===== src/rtl/acc_exec_pkg.sv =====
// rtl/acc_exec_pkg.sv - shared opcodes, FSM states and default widths for acc_exec_unit
package acc_exec_pkg;

    localparam int DW_DEF  = 8;
    localparam int PW_DEF  = 8;
    localparam int OPW_DEF = 4;

    localparam logic [3:0] OP_NOP = 4'h0;
    localparam logic [3:0] OP_LDI = 4'h1;
    localparam logic [3:0] OP_ADD = 4'h2;
    localparam logic [3:0] OP_SUB = 4'h3;
    localparam logic [3:0] OP_AND = 4'h4;
    localparam logic [3:0] OP_OR  = 4'h5;
    localparam logic [3:0] OP_XOR = 4'h6;
    localparam logic [3:0] OP_LDD = 4'h7;
    localparam logic [3:0] OP_JMP = 4'h8;
    localparam logic [3:0] OP_JZ  = 4'h9;
    localparam logic [3:0] OP_HLT = 4'hF;

    typedef enum logic [1:0] {
        S_WAIT_F = 2'd0,
        S_WAIT_E = 2'd1,
        S_WAIT_W = 2'd2
    } state_t;

endpackage


===== src/rtl/acc_alu.sv =====
// rtl/acc_alu.sv - combinational ALU: result, carry/borrow and write-enables per opcode
module acc_alu
    import acc_exec_pkg::*;
#(
    parameter int DW  = DW_DEF,
    parameter int OPW = OPW_DEF
) (
    input  logic [OPW-1:0] opcode,
    input  logic [DW-1:0]  acc,
    input  logic [DW-1:0]  imm,
    input  logic [DW-1:0]  data_in,
    output logic [DW-1:0]  res,
    output logic           c,
    output logic           wr_acc,
    output logic           wr_z,
    output logic           wr_c
);

    always_comb begin
        res    = acc;
        c      = 1'b0;
        wr_acc = 1'b0;
        wr_z   = 1'b0;
        wr_c   = 1'b0;
        case (opcode)
            OPW'(OP_LDI): begin
                res    = imm;
                wr_acc = 1'b1;
                wr_z   = 1'b1;
            end
            OPW'(OP_ADD): begin
                {c, res} = {1'b0, acc} + {1'b0, imm};
                wr_acc   = 1'b1;
                wr_z     = 1'b1;
                wr_c     = 1'b1;
            end
            // The extra MSB of the widened difference is the borrow
            OPW'(OP_SUB): begin
                {c, res} = {1'b0, acc} - {1'b0, imm};
                wr_acc   = 1'b1;
                wr_z     = 1'b1;
                wr_c     = 1'b1;
            end
            OPW'(OP_AND): begin
                res    = acc & imm;
                wr_acc = 1'b1;
                wr_z   = 1'b1;
            end
            OPW'(OP_OR): begin
                res    = acc | imm;
                wr_acc = 1'b1;
                wr_z   = 1'b1;
            end
            OPW'(OP_XOR): begin
                res    = acc ^ imm;
                wr_acc = 1'b1;
                wr_z   = 1'b1;
            end
            OPW'(OP_LDD): begin
                res    = data_in;
                wr_acc = 1'b1;
                wr_z   = 1'b1;
            end
            default: ;
        endcase
    end

endmodule


===== src/rtl/acc_exec_unit.sv =====
// rtl/acc_exec_unit.sv - accumulator execute stage; ACC_EXEC_RETIRE_CNT_EN adds the retired counter
module acc_exec_unit
    import acc_exec_pkg::*;
#(
    parameter int DW  = DW_DEF,
    parameter int PW  = PW_DEF,
    parameter int OPW = OPW_DEF
) (
    input  logic              clk,
    input  logic              rst,
    input  logic              ph_fetch,
    input  logic              ph_exec,
    input  logic              acc_write,
    input  logic [OPW+DW-1:0] instr,
    input  logic [DW-1:0]     data_in,
    output logic [PW-1:0]     pc_out,
    output logic [DW-1:0]     acc_out,
    output logic              zero,
    output logic              carry,
    output logic              halt,
`ifdef ACC_EXEC_RETIRE_CNT_EN
    output logic [15:0]       retired,
`endif
    output logic              seq_err
);

    localparam int IW = OPW + DW;

    state_t        state;
    logic [IW-1:0] ir;
    logic [DW-1:0] res_q;
    logic          c_q;

    logic [OPW-1:0] op;
    logic [DW-1:0]  imm;
    logic [DW-1:0]  alu_res;
    logic           alu_c;
    logic           wr_acc;
    logic           wr_z;
    logic           wr_c;

    logic fetch_s;
    logic exec_s;
    logic commit_s;
    logic any_s;
    logic jump_taken;

    assign op  = ir[IW-1:DW];
    assign imm = ir[DW-1:0];

    acc_alu #(
        .DW (DW),
        .OPW(OPW)
    ) u_alu (
        .opcode (op),
        .acc    (acc_out),
        .imm    (imm),
        .data_in(data_in),
        .res    (alu_res),
        .c      (alu_c),
        .wr_acc (wr_acc),
        .wr_z   (wr_z),
        .wr_c   (wr_c)
    );

    // Commit outranks everything; fetch+exec together decodes to none of the three
    assign commit_s   = acc_write;
    assign fetch_s    = ph_fetch & ~acc_write & ~ph_exec;
    assign exec_s     = ph_exec & ~ph_fetch & ~acc_write;
    assign any_s      = ph_fetch | ph_exec | acc_write;
    assign jump_taken = (op == OPW'(OP_JMP)) || ((op == OPW'(OP_JZ)) && zero);

    always_ff @(posedge clk or negedge rst) begin
        if (!rst) begin
            state   <= S_WAIT_F;
            ir      <= '0;
            res_q   <= '0;
            c_q     <= 1'b0;
            pc_out  <= '0;
            acc_out <= '0;
            zero    <= 1'b0;
            carry   <= 1'b0;
            halt    <= 1'b0;
            seq_err <= 1'b0;
`ifdef ACC_EXEC_RETIRE_CNT_EN
            retired <= '0;
`endif
        end else if (!halt && any_s) begin
            // Any unexpected strobe aborts the frame back to the fetch wait
            state <= S_WAIT_F;
            case (state)
                S_WAIT_F: begin
                    if (fetch_s) begin
                        ir    <= instr;
                        state <= S_WAIT_E;
                    end else begin
                        seq_err <= 1'b1;
                    end
                end
                S_WAIT_E: begin
                    if (exec_s) begin
                        res_q <= alu_res;
                        c_q   <= alu_c;
                        state <= S_WAIT_W;
                    end else begin
                        seq_err <= 1'b1;
                    end
                end
                S_WAIT_W: begin
                    if (commit_s) begin
                        if (wr_acc) acc_out <= res_q;
                        if (wr_z)   zero    <= (res_q == '0);
                        if (wr_c)   carry   <= c_q;
                        if (op == OPW'(OP_HLT))
                            halt <= 1'b1;
                        else if (jump_taken)
                            pc_out <= PW'(imm);
                        else
                            pc_out <= pc_out + PW'(1);
`ifdef ACC_EXEC_RETIRE_CNT_EN
                        retired <= retired + 16'd1;
`endif
                    end else begin
                        seq_err <= 1'b1;
                    end
                end
                default: seq_err <= 1'b1;
            endcase
        end
    end

endmodule


===== config.mk =====
export PLATFORM = sky130hd
export DESIGN_NAME = acc_exec_unit
export DESIGN_NICKNAME = d
export VERILOG_FILES = /design/src/rtl/acc_exec_pkg.sv /design/src/rtl/acc_alu.sv /design/src/rtl/acc_exec_unit.sv
export SDC_FILE = /design/constraint.sdc
export NUM_CORES = 1
export LEC_CHECK = 0
export ABC_AREA = 1
export BUFFER_PORTS_ARGS = -buffer_cell sky130_fd_sc_hd__buf_2
export CORE_MARGIN = 2
export CORE_UTILIZATION = 31
export DETAILED_ROUTE_END_ITERATION = 8
export PLACE_DENSITY = 0.5
export SLEW_MARGIN = 20
export SYNTH_ARGS = -nofsm -noshare
export SYNTH_HDL_FRONTEND = slang
export SYNTH_SLANG_ARGS = --single-unit

===== constraint.sdc =====
create_clock -name clk -period 3.6 [get_ports clk]
set_input_delay 0.36 -clock clk [delete_from_list [all_inputs] [get_ports clk]]
set_output_delay 0.36 -clock clk [all_outputs]
set_load 0.05 [all_outputs]

== After elaboration in Yosys (flattened, before gate mapping) ==
Index checks and enable logic that the tools add are counted.
Word-level totals
  memory bits (read-only): 0
  memory bits (writable): 0
  memories: 0
  logic and storage cells: 68
  bits in registers: 43
  latch bits: 0
  input bits: 25
  output and inout bits: 20
Operators by class
  equal/unequal tests: 15
  bitwise logic cells: 13
  $lt $le $gt $ge: 0
  add/sub/neg operators: 3
  div/mod/pow operators: 0
  shift operators: 0
  reductions and logical operators: 15
  muxes and demuxes: 12
  multipliers: 0
Operator list (count)
  $pmux W8 S7: 1
  $reduce_and A4 Y1: 5
  $eq A4 B3 Y1 const B: 4
  $eq A4 B4 Y1 const B: 3
  $add A8 B8 Y9: 1
  $sub A8 B8 Y9: 1
  $add A8 B1 Y8 const B: 1
  $and A8 B8 Y8: 1
  $eq A4 B2 Y1 const B: 2
  $logic_not A8 Y1: 1
  $mux W8: 1
  $or A8 B8 Y8: 1
  $xor A8 B8 Y8: 1
  $reduce_or A7 Y1: 1
  $mux W1: 6
  $ne A2 B2 Y1 const B: 3
  $reduce_and A3 Y1: 2
  $and A1 B1 Y1: 4
  $eq A4 B1 Y1 const B: 1
  $not A1 Y1: 4
  $pmux W2 S2: 1
  $pmux W1 S3: 1
  $eq A2 B1 Y1 const B: 1
  $eq A2 B2 Y1 const B: 1
  8 further kinds: 10

== Depth between registers and ports, before layout ==
  depth in word-level cells: 5
  depth in mapped cells: 13
  gate-level depth less buffers: 12

== Modules after synthesis ==
Synthesis repeated with hierarchy kept, for this count alone.
Unflattened totals
  cells, all modules: 509
  area, all modules: 3504.6 µm²
By module, submodules not included
  acc_exec_unit: area an instance 2069.5 µm², seq. area each 1076.0 µm², cells each 243, instances 1
  acc_alu: area an instance 1435.1 µm², seq. area each 0.0 µm², cells each 266, instances 1

== Least setup slack after synthesis ==
OpenSTA, ideal clock, no wires.
  path type: reg-to-reg
  from: reg acc_out[0]
  to: reg c_q
  buffers on the path: 0
  slack: 1534 ps
  required time: 3474 ps
  stages on the path, launching flop included: 12
  setup time: 126 ps
  clock period less this slack: 2066 ps
  arrival: 1940 ps
  cells stage by stage: dfrtp_1 inv_1 ha_1 fa_1 inv_1 nand3_1 nand2_1 nand4_1 nand4_1 nand2_1 nand2_1 o21ai_0
On the way
  longest elaborated chain between the ends: 2
  elaborated cells between the ends (all ways): 3
  classes of those cells: 2 x add/sub; 1 x mux
RTL lines
  start, declared: line acc_exec_unit.sv:17  | output logic [DW-1:0] acc_out,
  start signal, assigned: line acc_exec_unit.sv:111  | if (wr_acc) acc_out <= res_q;
  $sub A8 B8 Y9 / $add A8 B8 Y9 (equally long branches): line acc_alu.sv:39, acc_alu.sv:32
  $pmux W1 S2 *: line acc_alu.sv:25  | case (opcode)
  end signal, assigned: line acc_exec_unit.sv:103  | c_q <= alu_c;
  end, declared: line acc_exec_unit.sv:32  | logic c_q;
Mark *: on every way between the ends. The rest lies on a longest branch, timed or not.
A chain may end at the register's enable or synchronous reset.

== Final worst setup path ==
  from: reg ir[0]
  to: reg c_q
On the way
  longest elaborated chain between the ends: 2
  elaborated cells between the ends (all ways): 3
  classes of those cells: 2 x add/sub; 1 x mux
RTL lines
  start, declared: line acc_exec_unit.sv:30  | logic [IW-1:0] ir;
  start signal, assigned: line acc_exec_unit.sv:94  | ir <= instr;
  $sub A8 B8 Y9 / $add A8 B8 Y9 (equally long branches): line acc_alu.sv:39, acc_alu.sv:32
  $pmux W1 S2 *: line acc_alu.sv:25
Marked as above.

==> metrics.txt <==
status=complete, no violations; Distinct cells, synth=40; Crit Path Class=reg2reg; number of port buffers=44; Mapped Nets=around 520; Crit path arrival time=~2.3 ns; postcts setup bufs=0; DRC=0; WP data required=approximately 3.8 ns; sequential cell area fraction in the yosys report=~33%; first-pass GRT wire length=16800 µm; H-tree lvl count=2; GRT Resource Usage Total=a little under a fifth; post-DP HPWL=roughly 8000 µm; Syn Inst Count=between 400 and 500; fin crit period=roughly 2.2 ns; sw power=between 700 and 800 µW; Max Slew Vio Count=0; Cell Pwr Density=~470 nW/µm²; TritonCTS Sinks=between 40 and 50; final wirelength=10020 µm; Starting Density=31.85%; switching share of power=~44%; max-cap check violation count=0; DRT iter0 DRCs=~160; Lkg Pwr=slightly below 0.002 µW; CTS Hold Buffers Added=0; largest net degree at the start of global routing=44; nature of the critical path startpoint=flip-flop; via count=between 3000 and 4000; ant diodes=0; CTS tree=done; gr ovfl total=0; Seq cells post-synth=43; P_int=between 900 and 1000 µW; layout cell share with drive strength beyond 1=~14%; routed vias/inst=~4.9; io pins=45; Final setup violation count=0; P&R area growth vs syn=13.89%; combinational power share=roughly 42%; Hold Vio Cnt, Final=0; Ys Warns=0; clock skew=0.01248 ns; clk buf depth=2; root buffer cell=clkbuf_8; die area=between 10000 and 15000 µm²; setup TNS=0 ns; RSZ-0062 raised after global routing=false; Final nets=562; Reg clk slew, reported paths=around 0.09 ns; commonest non-fill, non-tap cell in the layout=nand2_1; Die Span X=107.0 µm; FP Rows=37; class of the worst hold path=in2async; Worst Tran Pin Value=between 0.6 and 0.7 ns; Avg Cell Area, Syn=approximately 7 µm²; CTS Buf Count=5; endpoint type of the worst setup path=flip-flop; post_cts resized=0; area of the mapped netlist=3288 µm²; Core Box Area=a little over 10000 µm²; crit path max fanout=5; Clk Latency, worst-skew pair=around 0.30 ns; Peak VDD IR=roughly 180 µV; vias in the first global route=around 3300; initial antenna violation count=0; Die Span Y=about 110 µm; total power=1766 µW; period utilization=60.13%; Flop pwr share=a little under two fifths; Antenna Nets Post-Route=0; WL per Instance=between 15 and 20 µm; worst hold margin=roughly 0.055 ns; First-pass DRT Iterations=5; Slew HR=54.83%; routability cong.=between 0.9 and 1; fmax=~0.46 GHz; clock share of power=between 20% and 30%; commonest cells after routing, fill and taps aside=nand2_1, inv_1, dfrtp_1, buf_2, nor2_1
## state kept, by name (all words and copies together) (netlist names)
signal	count
ir	12
seq_err	1
pc_out	8
state	2
carry	1
halt	1
zero	1
c_q	1
acc_out	8
res_q	8
## cell usage after synthesis (all sizes together)
master | number | area share (%)
a21oi | 34 | 5.5
a31oi | 3 | 0.57
a32o | 1 | 0.30
a41o | 1 | 0.30
and2 | 1 | 0.19
buf | 6 | 1.2
dfrtp | 43 | 33
fa | 2 | 1.2
ha | 25 | 9.5
inv | 69 | 8.0
nand2 | 132 | 16
nand3 | 31 | 4.7
nand3b | 3 | 0.68
nand4 | 13 | 2.9
nor2 | 46 | 6.3
nor3 | 6 | 1.1
nor4 | 1 | 0.19
o211ai | 2 | 0.61
o21a | 1 | 0.23
o21ai | 35 | 5.8
o21bai | 1 | 0.23
o22ai | 2 | 0.38
or2 | 2 | 0.38
xnor2 | 1 | 0.27
xor2 | 4 | 1.1
## cells by family after synthesis
kind of cell | count (synthesis) | share of synthesized area [%]
xor gates and xnor gates | 5 | 1.332
DFF | 43 | 32.72
AOI/OAI and AO/OA | 80 | 13.93
buffers and inverters | 75 | 9.133
adders and majority gates | 27 | 10.73
and+or+nand+nor | 235 | 32.15
## cell type report
cell class	instances	area, µm²
fill	1102	6579
multi-input combinational	347	1912
sequential	43	1076
inverter	69	261.5
timing repair buffer	44	222.7
tap	136	170.2
clock buffer	6	72.57
clock inverter	1	30.03
## final timing paths
| path | startpoint | to | slack (ns) | cells past startpoint |
|---|---|---|---|---|
| setup / recovery | ir[0]$_DFFE_PN0P_ | c_q$_DFFE_PN0P_ | 1.44 | 10 |
| hold / removal | rst | pc_out[7]$_DFFE_PN0P_ | 0.05 | 1 |
| setup reg to reg | ir[0]$_DFFE_PN0P_ | c_q$_DFFE_PN0P_ | 1.44 | 10 |
| hold reg to reg | seq_err$_DFFE_PN0P_ | seq_err$_DFFE_PN0P_ | 0.47 | 1 |
| max in group asynchronous | rst | ir[0]$_DFFE_PN0P_ | 3.13 | 1 |
| min in group clk | instr[6] | ir[6]$_DFFE_PN0P_ | 0.31 | 3 |
## routing by layer
layer / part of all wire [%] / track usage, % / wire length, µm
met3: 4.0 / 2.492 / 402
met4: 2.1 / 4.917 / 212
met5: 0 / 0 / 0
met1: 49 / 26.55 / 4946
met2: 44 / 29.89 / 4458
## metrics by stage
step | setup slack, ns | instances | util (%) | area [µm²]
6_report | 1.435 | 646 | 36.27 | 3745
3_3_place_gp | 1.537 | 639 | 35.26 | 3640
5_1_grt | 1.304 | 646 | 36.27 | 3745
3_5_place_dp | 1.475 | 639 | 35.26 | 3640
2_1_floorplan | 1.534 | 465 | - | 3288
4_1_cts | 1.461 | 646 | 36.25 | 3742
## critical path, cell delays in order (launching register included)
cell,delay (ns)
dfrtp_1,0.45
ha_1,0.28
fa_1,0.43
nand2_1,0.11
nand3_1,0.12
nand2_1,0.13
nor3_1,0.05
o21ai_0,0.15
nand2_1,0.15
nand2_1,0.08
o21ai_0,0.08
## power groups by stage
stage | sequential, µW | clock, µW | combinational (µW)
after floorplan | 711 | 0 | 455
after global placement | 660 | 0 | 724
after detailed placement | 662 | 0 | 725
after CTS | 654 | 392 | 728
after global routing | 669 | 412 | 822
final | 654 | 380 | 733
No activity file was read; power rests on OpenSTA's default activity.
